File: src/rtl/axi_pkg.sv
// Shared types and constants for the AXI slave write responder.
// Consumed by axi_slave_write_responder and axi_burst_addr_gen.
package axi_pkg;

    typedef enum logic [1:0] {
        FIXED = 2'b00,
        INCR  = 2'b01,
        WRAP  = 2'b10,
        RSVD  = 2'b11
    } burst_e;

    typedef enum logic [1:0] {
        IDLE = 2'b00,
        DATA = 2'b01,
        RESP = 2'b10
    } wr_state_e;

    localparam logic [1:0] RESP_OKAY   = 2'b00;
    localparam logic [1:0] RESP_SLVERR = 2'b10;

    // WRAP bursts are legal only for 2, 4, 8 or 16 beats.
    function automatic logic wrap_len_ok(input logic [7:0] len);
        return (len == 8'd1) || (len == 8'd3) || (len == 8'd7) || (len == 8'd15);
    endfunction

endpackage

File: src/rtl/axi_burst_addr_gen.sv
// Combinational next-beat address for FIXED / INCR / WRAP bursts.
// Arithmetic is ADDR_W bits wide and wraps modulo 2^ADDR_W.
module axi_burst_addr_gen
    import axi_pkg::*;
#(
    parameter int unsigned ADDR_W = 32
) (
    input  logic [ADDR_W-1:0] addr_i,
    input  logic [2:0]        size_i,
    input  logic [7:0]        len_i,
    input  burst_e            burst_i,
    output logic [ADDR_W-1:0] next_addr_c
);

    logic [ADDR_W-1:0] step;
    logic [ADDR_W-1:0] wrap_mask;

    always_comb begin
        step        = ADDR_W'(1) << size_i;
        // Wrap boundary is (len+1)*step bytes; mask selects the offset inside it.
        wrap_mask   = ((ADDR_W'(len_i) + ADDR_W'(1)) << size_i) - ADDR_W'(1);
        next_addr_c = addr_i;
        case (burst_i)
            FIXED:   next_addr_c = addr_i;
            INCR:    next_addr_c = (addr_i & ~(step - ADDR_W'(1))) + step;
            WRAP:    next_addr_c = (addr_i & ~wrap_mask) | ((addr_i + step) & wrap_mask);
            default: next_addr_c = addr_i;
        endcase
    end

endmodule

File: src/rtl/axi_slave_write_responder.sv
// AXI slave write responder: one AW burst at a time, W beats to a byte-strobed memory port, one B.
// Optional AXI_SLV_WLAST_CHECK_EN: flag SLVERR when wlast disagrees with the beat count.
module axi_slave_write_responder
    import axi_pkg::*;
#(
    parameter int unsigned ID_W   = 12,
    parameter int unsigned ADDR_W = 32,
    parameter int unsigned DATA_W = 64
) (
    input  logic                clk,
    input  logic                s_axi_aresetn,
    input  logic [ID_W-1:0]     s_axi_awid,
    input  logic [ADDR_W-1:0]   s_axi_awaddr,
    input  logic [7:0]          s_axi_awlen,
    input  logic [2:0]          s_axi_awsize,
    input  logic [1:0]          s_axi_awburst,
    input  logic                s_axi_awvalid,
    output logic                s_axi_awready,
    input  logic [DATA_W-1:0]   s_axi_wdata,
    input  logic [DATA_W/8-1:0] s_axi_wstrb,
    input  logic                s_axi_wlast,
    input  logic                s_axi_wvalid,
    output logic                s_axi_wready,
    output logic [ID_W-1:0]     s_axi_bid,
    output logic [1:0]          s_axi_bresp,
    output logic                s_axi_bvalid,
    input  logic                s_axi_bready,
    output logic                mem_we,
    output logic [ADDR_W-1:0]   mem_addr,
    output logic [DATA_W-1:0]   mem_wdata,
    output logic [DATA_W/8-1:0] mem_wstrb
);

    localparam int unsigned STRB_W   = DATA_W / 8;
    localparam int unsigned SIZE_MAX = $clog2(STRB_W);

    wr_state_e           state_q, state_d;
    logic [ID_W-1:0]     id_q, id_d;
    logic [ADDR_W-1:0]   addr_q, addr_d;
    logic [7:0]          len_q, len_d;
    logic [2:0]          size_q, size_d;
    burst_e              burst_q, burst_d;
    logic [7:0]          cnt_q, cnt_d;
    logic                err_q, err_d;

    logic                awready_q, awready_d;
    logic                wready_q, wready_d;
    logic                bvalid_q, bvalid_d;
    logic [ID_W-1:0]     bid_q, bid_d;
    logic [1:0]          bresp_q, bresp_d;
    logic                mem_we_q, mem_we_d;
    logic [ADDR_W-1:0]   mem_addr_q, mem_addr_d;
    logic [DATA_W-1:0]   mem_wdata_q, mem_wdata_d;
    logic [STRB_W-1:0]   mem_wstrb_q, mem_wstrb_d;

    logic [ADDR_W-1:0]   next_addr_c;
    logic                aw_err_c;
    logic                last_beat_c;
    logic                beat_err_c;
    burst_e              aw_burst_c;

    axi_burst_addr_gen #(
        .ADDR_W (ADDR_W)
    ) u_addr_gen (
        .addr_i      (addr_q),
        .size_i      (size_q),
        .len_i       (len_q),
        .burst_i     (burst_q),
        .next_addr_c (next_addr_c)
    );

    // Illegal burst shapes are accepted but answered with SLVERR and no byte writes.
    always_comb begin
        aw_burst_c = burst_e'(s_axi_awburst);
        aw_err_c   = (s_axi_awsize > 3'(SIZE_MAX))
                  || (aw_burst_c == RSVD)
                  || ((aw_burst_c == WRAP) && !wrap_len_ok(s_axi_awlen));
        last_beat_c = (cnt_q == len_q);
    end

`ifdef AXI_SLV_WLAST_CHECK_EN
    assign beat_err_c = (s_axi_wlast != last_beat_c);
`else
    logic unused_wlast;
    assign unused_wlast = s_axi_wlast;
    assign beat_err_c   = 1'b0;
`endif

    // Next-state and registered-output logic.
    always_comb begin
        state_d     = state_q;
        id_d        = id_q;
        addr_d      = addr_q;
        len_d       = len_q;
        size_d      = size_q;
        burst_d     = burst_q;
        cnt_d       = cnt_q;
        err_d       = err_q;
        bid_d       = bid_q;
        bresp_d     = bresp_q;
        mem_we_d    = 1'b0;
        mem_addr_d  = mem_addr_q;
        mem_wdata_d = mem_wdata_q;
        mem_wstrb_d = mem_wstrb_q;

        case (state_q)
            IDLE: begin
                if (s_axi_awvalid) begin
                    id_d    = s_axi_awid;
                    addr_d  = s_axi_awaddr;
                    len_d   = s_axi_awlen;
                    size_d  = s_axi_awsize;
                    burst_d = aw_burst_c;
                    cnt_d   = 8'd0;
                    err_d   = aw_err_c;
                    state_d = DATA;
                end
            end
            DATA: begin
                if (s_axi_wvalid) begin
                    mem_we_d    = 1'b1;
                    mem_addr_d  = addr_q;
                    mem_wdata_d = s_axi_wdata;
                    mem_wstrb_d = (err_q || beat_err_c) ? '0 : s_axi_wstrb;
                    err_d       = err_q || beat_err_c;
                    cnt_d       = cnt_q + 8'd1;
                    addr_d      = next_addr_c;
                    if (last_beat_c) begin
                        bid_d   = id_q;
                        bresp_d = (err_q || beat_err_c) ? RESP_SLVERR : RESP_OKAY;
                        state_d = RESP;
                    end
                end
            end
            RESP: begin
                if (s_axi_bready) begin
                    state_d = IDLE;
                end
            end
            default: state_d = IDLE;
        endcase

        awready_d = (state_d == IDLE);
        wready_d  = (state_d == DATA);
        bvalid_d  = (state_d == RESP);
    end

    always_ff @(posedge clk or negedge s_axi_aresetn) begin
        if (!s_axi_aresetn) begin
            state_q     <= IDLE;
            id_q        <= '0;
            addr_q      <= '0;
            len_q       <= '0;
            size_q      <= '0;
            burst_q     <= FIXED;
            cnt_q       <= '0;
            err_q       <= 1'b0;
            awready_q   <= 1'b1;
            wready_q    <= 1'b0;
            bvalid_q    <= 1'b0;
            bid_q       <= '0;
            bresp_q     <= RESP_OKAY;
            mem_we_q    <= 1'b0;
            mem_addr_q  <= '0;
            mem_wdata_q <= '0;
            mem_wstrb_q <= '0;
        end else begin
            state_q     <= state_d;
            id_q        <= id_d;
            addr_q      <= addr_d;
            len_q       <= len_d;
            size_q      <= size_d;
            burst_q     <= burst_d;
            cnt_q       <= cnt_d;
            err_q       <= err_d;
            awready_q   <= awready_d;
            wready_q    <= wready_d;
            bvalid_q    <= bvalid_d;
            bid_q       <= bid_d;
            bresp_q     <= bresp_d;
            mem_we_q    <= mem_we_d;
            mem_addr_q  <= mem_addr_d;
            mem_wdata_q <= mem_wdata_d;
            mem_wstrb_q <= mem_wstrb_d;
        end
    end

    assign s_axi_awready = awready_q;
    assign s_axi_wready  = wready_q;
    assign s_axi_bvalid  = bvalid_q;
    assign s_axi_bid     = bid_q;
    assign s_axi_bresp   = bresp_q;
    assign mem_we        = mem_we_q;
    assign mem_addr      = mem_addr_q;
    assign mem_wdata     = mem_wdata_q;
    assign mem_wstrb     = mem_wstrb_q;

endmodule
File: config.mk
export PLATFORM = sky130hd
export DESIGN_NAME = axi_slave_write_responder
export DESIGN_NICKNAME = d
export VERILOG_FILES = /design/src/rtl/axi_pkg.sv /design/src/rtl/axi_burst_addr_gen.sv /design/src/rtl/axi_slave_write_responder.sv
export SDC_FILE = /design/constraint.sdc
export NUM_CORES = 1
export LEC_CHECK = 0
export CAP_MARGIN = 25
export CELL_PAD_IN_SITES_DETAIL_PLACEMENT = 0
export CELL_PAD_IN_SITES_GLOBAL_PLACEMENT = 1
export CORE_MARGIN = 2
export CORE_UTILIZATION = 35
export CTS_BUF_LIST = sky130_fd_sc_hd__clkbuf_2 sky130_fd_sc_hd__clkbuf_4 sky130_fd_sc_hd__clkbuf_8
export DETAILED_ROUTE_END_ITERATION = 12
export PLACE_DENSITY_LB_ADDON = 0.1
export SLEW_MARGIN = 20
export SYNTH_ARGS = -nofsm -noshare
export SYNTH_HDL_FRONTEND = slang
export SYNTH_SLANG_ARGS = --single-unit
File: constraint.sdc
create_clock -name clk -period 4.46 [get_ports clk]
set_clock_uncertainty 0.15 [all_clocks]
set_input_delay 0.892 -clock clk [delete_from_list [all_inputs] [get_ports clk]]
set_output_delay 0.892 -clock clk [all_outputs]
set_load 0.005 [all_outputs]
# == Word level (Yosys, flattened, before mapping) ==
# Index checks and enable logic that the tools add are counted.
# word_totals
reg_bits,190
latch_bits,0
ramBits,0
rom_bits,0
inputBits,135
word_cells,79
n_memories,0
# classes
n_addsub,6
mul,0
div,0
magnitude_cmp,1
n_eq_ne,16
shifts,2
muxes,16
n_bitwise,6
reduce_logical,15
# op_table
op,n
$pmux 32 s2,2
$and 32x32->32,3
$add 32x32->32,2
$mux 32,2
$not 32->32,2
$sub 32x1->32 const B,2
$or 32x32->32,1
$shl 1x3->32 const A,1
$shl 32x3->32,1
$mux 8,3
$pmux 8 s2,1
$eq 2x2->1 const B,5
$mux 2,5
$add 8x1->9 const B,1
$add 8x1->8 const B,1
$eq 8x1->1 const B,1
$eq 8x2->1 const B,1
$eq 8x3->1 const B,1
$eq 8x4->1 const B,1
$eq 8x8->1,1
$eq 2x1->1 const B,3
$pmux 2 s3,1
$reduce_and 3->1,2
$logic_or 1x1->1,5
other kinds (10),14

# == Logic depth before layout (Yosys ltp) ==
# Gate-level depths: netlist of the first run.
# depth
depth_word,9
ltp_mapped,17

# == Hierarchy ==
# From an unflattened synthesis of the first run, not the netlist that was laid out.
# unflattened
hier_cells,1410
hier_area_um2,11572.3
# by_module_without_submodules
module,instances,cells_per_inst,area_per_inst_um2
axi_slave_write_responder,1,792,7623.6
axi_burst_addr_gen,1,618,3948.8

# == Worst setup path after synthesis of the first run ==
# OpenSTA, ideal clock, no wires.
# synth_path
path_type,register to register
startpoint,reg size_q[1]
endpoint,reg with a tool-made name
setup_ns,0.143
t_arrival_ns,3.417
path_slack_ns,0.750
path_stages_with_launch,18
path_buffers,5
period_less_slack_ns,3.710
path_cell_list,dfrtp_1 > buf_2 > buf_6 > buf_2 > clkbuf_1 > nand2_1 > and2_1 > ha_1 > and4b_1 > o21ai_0 > o31ai_1 > a31oi_1 > a21oi_1 > buf_1 > nand4_1 > xnor2_1 > a21boi_0 > o21ai_1
# synth_lines
item,line,source
"start, declared",axi_slave_write_responder.sv:41,"logic [2:0] size_q, size_d;"
"start signal, assigned",axi_slave_write_responder.sv:172,size_q <= size_d;

==> results of run 1 <==
[stage by stage]
step / util (%) / total power (W) / worst slack (ns) / area, um^2
finish: 46.6 / 0.00959 / 0.394 / 14200
global route: 46.6 / 0.0104 / 0.0902 / 14200
CTS: 46.6 / 0.00968 / 0.433 / 14200
detailed placement: 45.2 / 0.00837 / 0.466 / 13800
global placement: 45.2 / 0.00832 / 0.468 / 13800
floorplan: - / 0.00609 / 0.750 / 10800
[power groups by stage]
stage / clock, W / sequential (W) / combinational [W]
after floorplan: 0 / 0.00286 / 0.00323
after global placement: 0 / 0.00309 / 0.00523
after detailed placement: 0 / 0.00311 / 0.00526
after CTS: 0.00132 / 0.00308 / 0.00528
after global routing: 0.00140 / 0.00319 / 0.00579
final: 0.00127 / 0.00307 / 0.00525
[cells in the final DEF, fill, tap and decap left out, types with 9 or more instances in the layout]
cell | synthesis | final
a21o_1 | 9 | 9
nor4_1 | 13 | 12
and3_1 | 15 | 15
nand4_1 | 11 | 11
clkbuf_8 | 0 | 19
inv_1 | 31 | 31
nor3_1 | 20 | 20
xnor2_1 | 38 | 38
ha_1 | 16 | 16
a211oi_1 | 14 | 14
clkdlybuf4s50_1 | 0 | 253
nand3_1 | 27 | 27
nor2_1 | 68 | 68
a21oi_1 | 41 | 41
xor2_1 | 11 | 11
o21ai_0 | 79 | 78
nand3b_1 | 11 | 11
dfrtp_1 | 188 | 188
nand2_1 | 460 | 459
o31ai_1 | 12 | 12
o211ai_1 | 11 | 11
buf_4 | 4 | 34
a31oi_1 | 20 | 20
[per-layer routing]
metal / up-vias / part of all wire, %
met2: 300 / 47
met3: 42 / 5.1
li1: 5042 / -
met1: 4864 / 46
met5: - / 0
met4: 0 / 1.9
[logic make-up after synthesis]
family | share of synthesized area (%)
AOI/OAI and AO/OA | 17.2
other | 0.0348
adders and majority gates | 2.32
DFF | 43.9
buffers and inverters | 4.67
and+or+nand+nor | 27.4
xor gates and xnor gates | 4.13
muxes | 0.383
[how the worst max path moves through the flow]
stage | end | start | slack, ns
global placement | register | size_q[0]$_DFFE_PN0P_ | 0.47
finish | register | size_q[0]$_DFFE_PN0P_ | 0.39
detailed placement | register | size_q[0]$_DFFE_PN0P_ | 0.47
CTS | register | size_q[0]$_DFFE_PN0P_ | 0.43
global route | register | size_q[0]$_DFFE_PN0P_ | 0.09
floorplan | register | size_q[1]$_DFFE_PN0P_ | 0.75
[final cells by class]
| class | instances | area (um^2) |
|---|---|---|
| well taps | 396 | 495 |
| fillers | 3080 | 16200 |
| inverters | 32 | 121 |
| flip-flops and latches | 189 | 4730 |
| clock buffers | 21 | 270 |
| repair buffers | 290 | 2840 |
| clock inverters | 11 | 153 |
| multi-input cells | 1032 | 5570 |
| diodes | 1 | 2.50 |
[worst reg2reg max path, stage by stage, from the launching register on]
cell       delay, ns
dfrtp_1         0.58
or2_2           0.43
nor2_1          0.21
ha_1            0.29
ha_1            0.27
inv_1           0.08
o21a_1          0.14
o21ai_0         0.20
nand3_1         0.10
o2bb2ai_1       0.34
o31a_1          0.49
o41ai_1         0.45
o211ai_1        0.15
nand4b_1        0.11
==> metrics.txt, run 1 <==
Fin. Hold Viols 0; Worst VDD drop 0.287 mV; min-delay worst type input pin to async pin; CTS max path bufs 2; Slew HR between 20% and 30%; DRT Pass-1 Iters 5; critical path required time between 4 and 5 ns; Max Freq 0.246 GHz; unrepaired setup endpoints after global routing no; largest net degree at the start of global routing 83; number of synthesized register bits 189; syn avg cell area between 8 and 9 um^2; chip height 180 um; crit path buf inv count 1; IO buf count 254; Final setup viols 0; Int Power between 0.005 and 0.006 W; Pleak 6.28 nW; top cell type's share of synthesized area 43.6%; net count after synthesis 1493; row count 64; crit-path cells or2_2 > nor2_1 > ha_1 > ha_1 > inv_1 > o21a_1 > o21ai_0 > nand3_1 > o2bb2ai_1 > o31a_1 > o41ai_1 > o211ai_1 > nand4b_1; Post-CTS Hold Fix Bufs 0; antenna violations before repair 1; mapped cell area between 0.01 and 0.015 mm^2; met3 usage 3.99%; Seq pwr share around a third; setup bufs post-CTS 0; TritonCTS clock tree yes; TNS Setup 0 ns; gr busiest metal met2; max-slew violations 0; Most common cell on crit path ha_1; CTS sink cnt 189; drt drc 0; crit-path max FO 16; Crit Path Class register to register; Netlist cell types between 80 and 90; synth top area cells dfrtp_1 (44%), nand2_1 (16%), o21ai_0 (3.7%); die width 180 um; number of global-route vias before repair roughly 9700; Net Sw Frac 44.5%; post-synthesis sequential area ratio 43.9%; reg2reg setup slack between 0.3 and 0.4 ns; Crit path max-delay family compound AO/OA/AOI/OAI gates; Tightest Pin Transition 1.06 ns; path depth of the worst reg2reg path 13; layout cells sized above 1 between 5 and 6%; placed cells between 1500 and 2000; count leader, synth nand2_1; final cell count without fillers 1972; Power Density between 600 and 700 mW/mm^2; DRT antenna net count 0; startpoint types register; worst skew pair latency approximately 0.5 ns; Max Cap Violations 0; Yosys top cell by area dfrtp_1; R2R Path Start size_q[0]$_DFFE_PN0P_; area delta synth->final 31.6%; crit path capture type register; Clk pwr share 13.2%; Hold Slack 0.268 ns; GP Congestion 0.877; FFs w/ async S/R, synth 100%; grt ovf 0; EDFF count, synth 0; fin crit share 91.2%; post-CTS sizing 0; DP HPWL 25500 um; Cells after Synth 1341; root buffer cell clkbuf_8; CP peak stage delay roughly 0.58 ns; die area 0.0322 mm^2; Worst EP arrival 4.35 ns; 1st-iter DRT viols around 750; post-DR wirelength/cell about 18 um; via-per-instance ratio 5.20; Initial Utilization 35.4%; vias 10200; GRT met1 Usage 30.7%; Comb power frac 54.7%; I/O pin count 257; core area ~0.03 mm^2; Crit-path slowest cell dfrtp_1; Worst-path clk slew 0.11 ns; global-route wire length before repair 56200 um; CP Depth 13; top post-synthesis cells by count nand2_1 (460), dfrtp_1 (188), o21ai_0 (79), nor2_1 (68), clkbuf_1 (64); final wirelength 35500 um; Switch Pwr 0.00426 W; Synth Flop Type dfrtp_1; NumNets Final 1714; met2 Usage GRT 34.8%; min cycle time layout 4.07 ns; status completed; H-tree levels 4; Total GRT Usage 21.9%; YS warnings 0; TritonCTS buffer count 17
(Power assumes the default switching activity.)
==> run 2, diff against run 1 <==
--- a/config.mk
+++ b/config.mk
@@ -9,7 +9,7 @@
 export CELL_PAD_IN_SITES_DETAIL_PLACEMENT = 0
 export CELL_PAD_IN_SITES_GLOBAL_PLACEMENT = 1
 export CORE_MARGIN = 2
-export CORE_UTILIZATION = 35
+export CORE_UTILIZATION = 30
 export CTS_BUF_LIST = sky130_fd_sc_hd__clkbuf_2 sky130_fd_sc_hd__clkbuf_4 sky130_fd_sc_hd__clkbuf_8
 export DETAILED_ROUTE_END_ITERATION = 12
 export PLACE_DENSITY_LB_ADDON = 0.1
==> metrics.txt, run 2 (same netlist as run 1, synthesis figures left out) <==
pre-CTS WS 0.515 ns (+0.0490 ns); Total GRT Usage 19.8% (-2.1 points); vias 10300 (+0.26%); Crit Path Class register to register; DP HPWL 26800 um (+5.0%); Power Density 669 mW/mm^2 (-0.99%); antenna violations before repair 4 (+3); placed cells 2005 (+3.4%); Finished Core Util 40.1% (-6.5 points); most frequent cells in the layout nand2_1 (459), clkdlybuf4s50_1 (253), dfrtp_1 (188); Final setup viols 0 (unchanged); Crit-path slowest cell dfrtp_1; layout cells sized above 1 5.84% (+0.060 points); DRT antenna net count 0 (unchanged); area delta synth->final 32.0%; Pleak 6.27 nW (-0.23%); post-DR wirelength/cell 18.3 um (+1.7%); die area 0.0375 mm^2 (+16%); 1st-iter DRT viols 675 (-9.6%); via-per-instance ratio 5.03 (-3.1%); final wirelength 37300 um (+5.2%); global-route wire length before repair 58400 um (+3.8%); Worst Setup Slack, final 0.408 ns (+0.0131 ns); Tightest Pin Transition 0.823 ns (-0.235 ns); Post-CTS Hold Fix Bufs 0 (unchanged); final cell count without fillers 2041 (+3.5%); largest net degree at the start of global routing 83 (unchanged); chip height 194 um (+7.8%); grt ovf 0 (unchanged); max-slew violations 0 (unchanged); critical path required time 4.76 ns (about the same); fin crit share 90.9% (-0.29 points); startpoint types register; crit path capture type register; die width 194 um (+7.8%); post-CTS sizing 0 (unchanged); I/O pin count 257 (unchanged); GP Congestion 0.848 (-3.3%); NumNets Final 1715 (+0.058%); Most common cell on crit path buf_4; status completed; min-delay worst type input pin to async pin; Slew HR 45.1% (+16 points); CTS max path bufs 2 (unchanged); Hold Slack 0.279 ns (+0.0108 ns); TritonCTS clock tree yes; Fin. Hold Viols 0 (unchanged); DRT Pass-1 Iters 7 (+2); TritonCTS buffer count 17 (unchanged); CP peak stage delay 0.52 ns (-0.06 ns); drt drc 0 (unchanged); Worst VDD drop 0.310 mV (+8.1%); Fill cells 3700 (+20%); Max Cap Violations 0 (unchanged); CTS sink cnt 189 (unchanged); Initial Utilization 30.4% (-5.0 points); IO buf count 254 (unchanged); root buffer cell clkbuf_8; TNS Setup 0 ns (unchanged); H-tree levels 4 (unchanged); Worst EP arrival 4.35 ns (about the same); min cycle time layout 4.05 ns (-0.0131 ns); setup bufs post-CTS 0 (unchanged); number of global-route vias before repair 9841 (+1.3%); crit-path cells buf_4 > or3b_2 > inv_1 > ha_1 > a2111oi_0 > o31ai_1 > a21oi_1 > buf_4 > nor2_1 > nand2_1 > o31a_1 > o21ai_0 > a31oi_1 > a22o_1; worst skew pair latency 0.50 ns (about the same); row count 69 (+7.8%); commonest non-fill, non-tap cell in the layout nand2_1; core area 0.0355 mm^2 (+17%); Max Freq 0.247 GHz (+0.32%); Worst-path clk slew 0.11 ns (about the same); crit-path max FO 24 (+8); unrepaired setup endpoints after global routing no
-- run 2: routing by layer --
| metal | GRT usage [%] | part of all wire [%] | vias to the layer above |
|---|---|---|---|
| met5 | 0 | 0 | - |
| met4 | 6.33 | 1.8 | 0 |
| met3 | 3.26 | 3.8 | 33 |
| met2 | 31.7 | 47 | 243 |
| met1 | 27.5 | 47 | 4948 |
| li1 | - | - | 5051 |
-- run 2: layout make-up --
type	instances	area (um^2)	share of cell area, %
Tap cell	461	577	4.05
Clock inverter	13	135	0.950
Antenna cell	4	10.0	0.0703
Clock buffer	19	249	1.75
Multi-Input combinational cell	1032	5570	39.2
Sequential cell	189	4730	33.2
Inverter	32	121	0.853
Timing Repair Buffer	291	2840	19.9
-- run 2: per-stage QoR --
stage / instance area, um^2 / power [W]
final: 14200 / 0.00953
after global routing: 14200 / 0.0103
after CTS: 14200 / 0.00964
after detailed placement: 13800 / 0.00843
after global placement: 13800 / 0.00840
after floorplan: 10800 / 0.00609
-- run 2: worst paths after layout --
kind | start | end | slack [ns] | cells past startpoint
worst max-delay path | size_q[0]$_DFFE_PN0P_ | register | 0.41 | 14
worst min-delay path | s_axi_aresetn | async pin | 0.28 | 1
max in group asynchronous | s_axi_aresetn | async pin | 2.99 | 2
min in group clk | id_q[8]$_DFFE_PN0P_ | s_axi_bid[8]$_DFFE_PN0P_ | 0.32 | 2
worst max register to register | size_q[0]$_DFFE_PN0P_ | register | 0.41 | 14
worst min register to register | id_q[8]$_DFFE_PN0P_ | s_axi_bid[8]$_DFFE_PN0P_ | 0.32 | 2
-- run 2: critical path, delay by kind of cell, from the launching register on --
kind	cells	cell delay, ns
compound gates	7	1.68
simple gates	3	0.66
buf+inv	3	0.65
flops	1	0.52
fa+ha+maj	1	0.33
-- run 2: where the power goes --
group	switching [W]	internal [W]
sequential	0.000680	0.00240
clock	0.000693	0.000470
combinational	0.00296	0.00232
total	0.00434	0.00519
==> RTL change 1, RTL diff (settings of run 2) <==
The option `AXI_SLV_WLAST_CHECK_EN` is turned on by a define.
--- a/src/rtl/axi_slave_write_responder.sv
+++ b/src/rtl/axi_slave_write_responder.sv
@@ -1,4 +1,6 @@
 // AXI slave write responder: one AW burst at a time, W beats to a byte-strobed memory port, one B.
 // Optional AXI_SLV_WLAST_CHECK_EN: flag SLVERR when wlast disagrees with the beat count.
+`define AXI_SLV_WLAST_CHECK_EN
+
 module axi_slave_write_responder
     import axi_pkg::*;
Check against the original RTL: not equivalent (a bounded check fails within 4 cycles, from zero or initial values and one cycle with s_axi_aresetn low).
==> RTL change 1 against run 2 <==
  * Cell count up 5.8%
  * Total power up 7.6%
  * Setup slack worse by 0.050 ns
  * Wire length up 12%
  * Final area up 5.4%
  * Via count up 6.9%
  * First-iteration DRC count up 13%
  * Synthesized area up 6.9%
  * Sequential cell count unchanged
  * Largest power group unchanged
  * Highest routed layer is now met5
==> RTL change 1: results (changes against run 2) <==
dp_hpwl_um: 30370  # +13%
hold_class: "in -> async"
top_layer_used: "met5"
r2r_start: "size_q[2]$_DFFE_PN0P_"
clkbuf_count: 18  # -1
muxShareOfSynthArea_pct: 2.172  # +1.8 points
wl_met2_um: 19240  # +9.5%
gp_congestion: 0.8395  # -1.0%
crit_family: "simple AND/OR/NAND/NOR gates"
viasPerCell: 5.088  # +1.1%
synthAdderAreaFrac_pct: 2.085  # -0.24 points
num_antenna_cells: 1  # -3
bufAreaShareNonClock_pct: 19.02  # -0.91 points
ys_types: 90  # +7.1%
clk_latency_ns: 0.51
multi_input_area_share_pct: 41.81  # +2.7 points
antenna_found_initial: 3  # -1
first_pass_iters: 5  # -2
drt-met1-wl_um: 19490  # +10%
synth_xor_area_share_pct: 4.333  # +0.20 points
critPathMaxStageDelay_ns: 0.55  # +0.03 ns
wl_per_cell_um: 19.30  # +5.5%
inv_count: 22  # -31%
nFillCells: 3904  # +5.5%
r2r_cells: 13  # -1
num-multi-input-gates: 1113  # +7.8%
synthTopCellsByArea: "dfrtp_1, nand2_1, o21ai_0"
critical_path.max_fanout: 13  # -46%
synth-compound-area-share_pct: 17.57  # +0.41 points
status: "completed"
grtUsageMet1_pct: 29.80  # +2.3 points
portBuffers: 255  # +0.39%
final_net_count: 1788  # +4.3%
layout-drive-gt1-share_pct: 7.342  # +1.5 points
n_all_buffers: 293  # +0.69%
met3_length_um: 2280  # +61%
relSlewSlack_pct: 38.69  # -6.5 points
seq_share_pct: 31.53  # -1.7 points
grt_pass1_wl_um: 63670  # +9.1%
clock_area_share_pct: 2.802  # +0.10 points
first_global_vias: 10590  # +7.7%
reg2reg_slack_ns: 0.36  # -0.05 ns
ir_drop_v: 0.0002580  # -17%
power.leakage_uw: 0.006418  # +2.4%
synth_common_cells: "nand2_1, dfrtp_1, o21ai_0"
synth_fp_nets: 1575  # +5.5%
cts_buffers: 17  # unchanged
yosysSeqAreaShare_pct: 41.06  # -2.8 points
use_met2_pct: 32.45  # +0.79 points
track_usage_pct: 20.89  # +1.0 points
use_met3_pct: 3.948  # +0.69 points
## RTL change 1: changes by cell type after synthesis, moves of 9 or more
| cell | delta |
|---|---|
| inv_1 | -9 |
| mux2_2 | +15 |
| nand2_1 | -25 |
| nand2b_1 | +10 |
| nor2_1 | +14 |
| o21ai_0 | +12 |
## RTL change 1: stage by stage
stage          power (uW)  std cells  hold slack [ns]  instance area [um^2]  setup WS (ns)
6_report            10250       2160           0.2760                 15000         0.3576
3_5_place_dp         8994       2128           0.3120                 14580         0.4288
5_1_grt             11080       2160           0.3038                 15000        0.01510
4_1_cts             10320       2159           0.2933                 15000         0.3898
2_1_floorplan        6606       1423           0.2917                 11520         0.5339
3_3_place_gp         8975       2128           0.3040                 14580         0.5951
## RTL change 1: where the power goes
| group | internal, uW | switching (uW) |
|---|---|---|
| Clock | 536 | 742 |
| Sequential | 2390 | 668 |
| Combinational | 2570 | 3340 |
==> RTL change 2, RTL diff (config.mk and constraints of run 2) <==
Made on the original files. Reset style: synchronous (`s_axi_aresetn`), changed in one clocked block.
--- a/src/rtl/axi_slave_write_responder.sv
+++ b/src/rtl/axi_slave_write_responder.sv
@@ -146,5 +146,5 @@
     end
 
-    always_ff @(posedge clk or negedge s_axi_aresetn) begin
+    always_ff @(posedge clk) begin
         if (!s_axi_aresetn) begin
             state_q     <= IDLE;
Behaviour: differs if s_axi_aresetn is asserted again (counterexample within 4 cycles, from zero or initial values and one cycle with s_axi_aresetn low); with s_axi_aresetn held inactive, the same outputs for 4 cycles.
==> RTL change 2 against run 2 <==
  * Synthesized cell count up 4.3%
  * Die area down 3.7%
  * Sequential share of layout area down 5.8 points
  * Cell count up 1.5%
  * Final area down 3.0%
  * First-iteration DRC count up 10%
  * Wire length up 5.2%
  * Sequential cell count unchanged
  * Setup slack better by 0.15 ns
  * Synthesized area down 3.7%
  * Highest routed layer is now met5
Power is not compared: it rests on default switching activity, and its combinational part moved more than twofold at a synthesized area within 25%.
==> RTL change 2: results (changes against run 2) <==
status: "completed"
ys_warn_count: 0  # unchanged
power.leakage_uw: 0.004813
synth_ff_type: "dfxtp_1"
core_area_mm2: 0.03429  # -3.4%
ctsLongestPathBuffers: 2  # unchanged
slew_viol_final: 0  # unchanged
worst_path_max_delay_cell: "o31ai_1"
viasPerCell: 5.148  # +2.3%
hold_class: "reg -> reg"
critical_path.max_fanout: 10  # -58%
num_vias: 10670  # +3.8%
synthTopCellsByArea: "dfxtp_1, nand2_1, a21oi_1"
initial_core_util_pct: 30.27  # -0.12 points
grt_pass1_wl_um: 59720  # +2.3%
place_inst: 2040  # +1.7%
ir_drop_v: 0.0002087
ys_types: 82  # -2.4%
cts-root-buf: "clkbuf_8"
synth_fp_nets: 1550  # +3.8%
portBuffers: 254  # unchanged
antenna_found_initial: 1  # -3
final_net_count: 1756  # +2.4%
num_antenna_cells: 0  # -4
async_flop_share_pct: 0  # -100 points
relSlewSlack_pct: 50.44  # +5.3 points
place_area_mm2: 0.01339  # -3.2%
post_cts.repair.setup_buffers: 0  # unchanged
first_pass_iters: 6  # -1
grt_max_degree: 79  # -4.8%
drt-initial-drc-count: 743  # +10%
postCtsResizedCells: 0  # unchanged
cts_buffers: 17  # unchanged
synth_common_cells: "nand2_1, a21oi_1, dfxtp_1"
track_usage_pct: 21.31  # +1.5 points
dp_hpwl_um: 28340  # +5.8%
cp.arrival_ns: 4.17  # -0.18 ns
layout-drive-gt1-share_pct: 6.308  # +0.47 points
gp_congestion: 0.8948  # +5.5%
yosysSeqAreaShare_pct: 36.46  # -7.4 points
htree_levels: 4  # unchanged
avgSynthCellArea_um2: 7.424  # -7.7%
wl_per_cell_um: 18.95  # +3.6%
clk_latency_ns: 0.50  # about the same
first_global_vias: 10090  # +2.5%
critPathMaxStageDelay_ns: 0.54  # +0.02 ns
clk_pin_slew_ns: 0.10
==> RTL change 2: cell count changes in the layout (fill, tap and decap cells not counted), sizes merged, moves of 10 or more <==
cell / change
a21oi: +168
a31oi: -11
dfrtp: -188
dfxtp: +189
inv: -10
mux2i: +15
nand2: -130
nand4: +11
nor2: +24
nor4: -11
o21ai: -27
xor2: +10
==> RTL change 2: final cells by class <==
type	instances	area [um^2]
multi-input combinational	1080	6082
tap	455	569.3
fill	3601	20490
timing repair buffer	294	2868
inverter	22	87.58
clock buffer	21	276.5
sequential	189	3784
clock inverter	11	131.4
==> RTL change 2: final timing paths <==
check,startpoint,to,slack (ns),depth (start not counted)
max,size_q[1]$_SDFFE_PN0P_,flip-flop,0.56,14
min,mem_wstrb[5]$_SDFFE_PN0P_,mem_wstrb[5]$_SDFFE_PN0P_,0.31,2
max reg2reg,size_q[1]$_SDFFE_PN0P_,flip-flop,0.56,14
min reg2reg,mem_wstrb[5]$_SDFFE_PN0P_,mem_wstrb[5]$_SDFFE_PN0P_,0.31,2
==> RTL change 2: where the power goes <==
group | switching, uW | internal [uW] | leakage, uW
logic | 551 | 446 | 0.00307
registers | 120 | 1780 | 0.00154
clock network | 688 | 549 | 0.000206
==> RTL change 2: cells by family (layout without fill, tap and decap cells) <==
kind of cell	after synthesis	count (layout)	share of synthesized area [%]
compound gates	389	389	23.66
xor+xnor	59	59	5.051
fa+ha+maj	20	20	2.411
buf+inv	129	348	5.087
flops	189	189	36.46
mux	20	20	1.953
other cells	1	1	0.03613
simple gates	591	591	25.34
==> RTL change 2: critical path: cells and delay by family (launching register included) <==
family	cells	cell delay, ns
AO/OA/AOI/OAI	7	1.66
XOR/XNOR	1	0.17
adder cells (fa/ha/maj)	2	0.60
buffers and inverters	2	0.45
flip-flops	1	0.43
AND/OR/NAND/NOR	2	0.35
==> RTL change 2: metal layers <==
layer  GRT usage (%)  part of all wire (%)  vias up
li1                -                     -     5286
met1           27.49                    45     5080
met2           36.23                    49      265
met3           4.132                   4.5       33
met4           5.784                   1.8        2
met5               0                 0.028        -
==> RTL change 2: metrics by stage <==
step                      hold WS [ns]  total power (uW)  setup WS, ns
after floorplan                 0.2860              2479        0.9312
after global placement          0.2879              2939        0.5812
after detailed placement        0.2931              2940        0.5871
after CTS                       0.3086              4195        0.5483
after global routing            0.3230              4352        0.2736
final                           0.3080              4134        0.5559
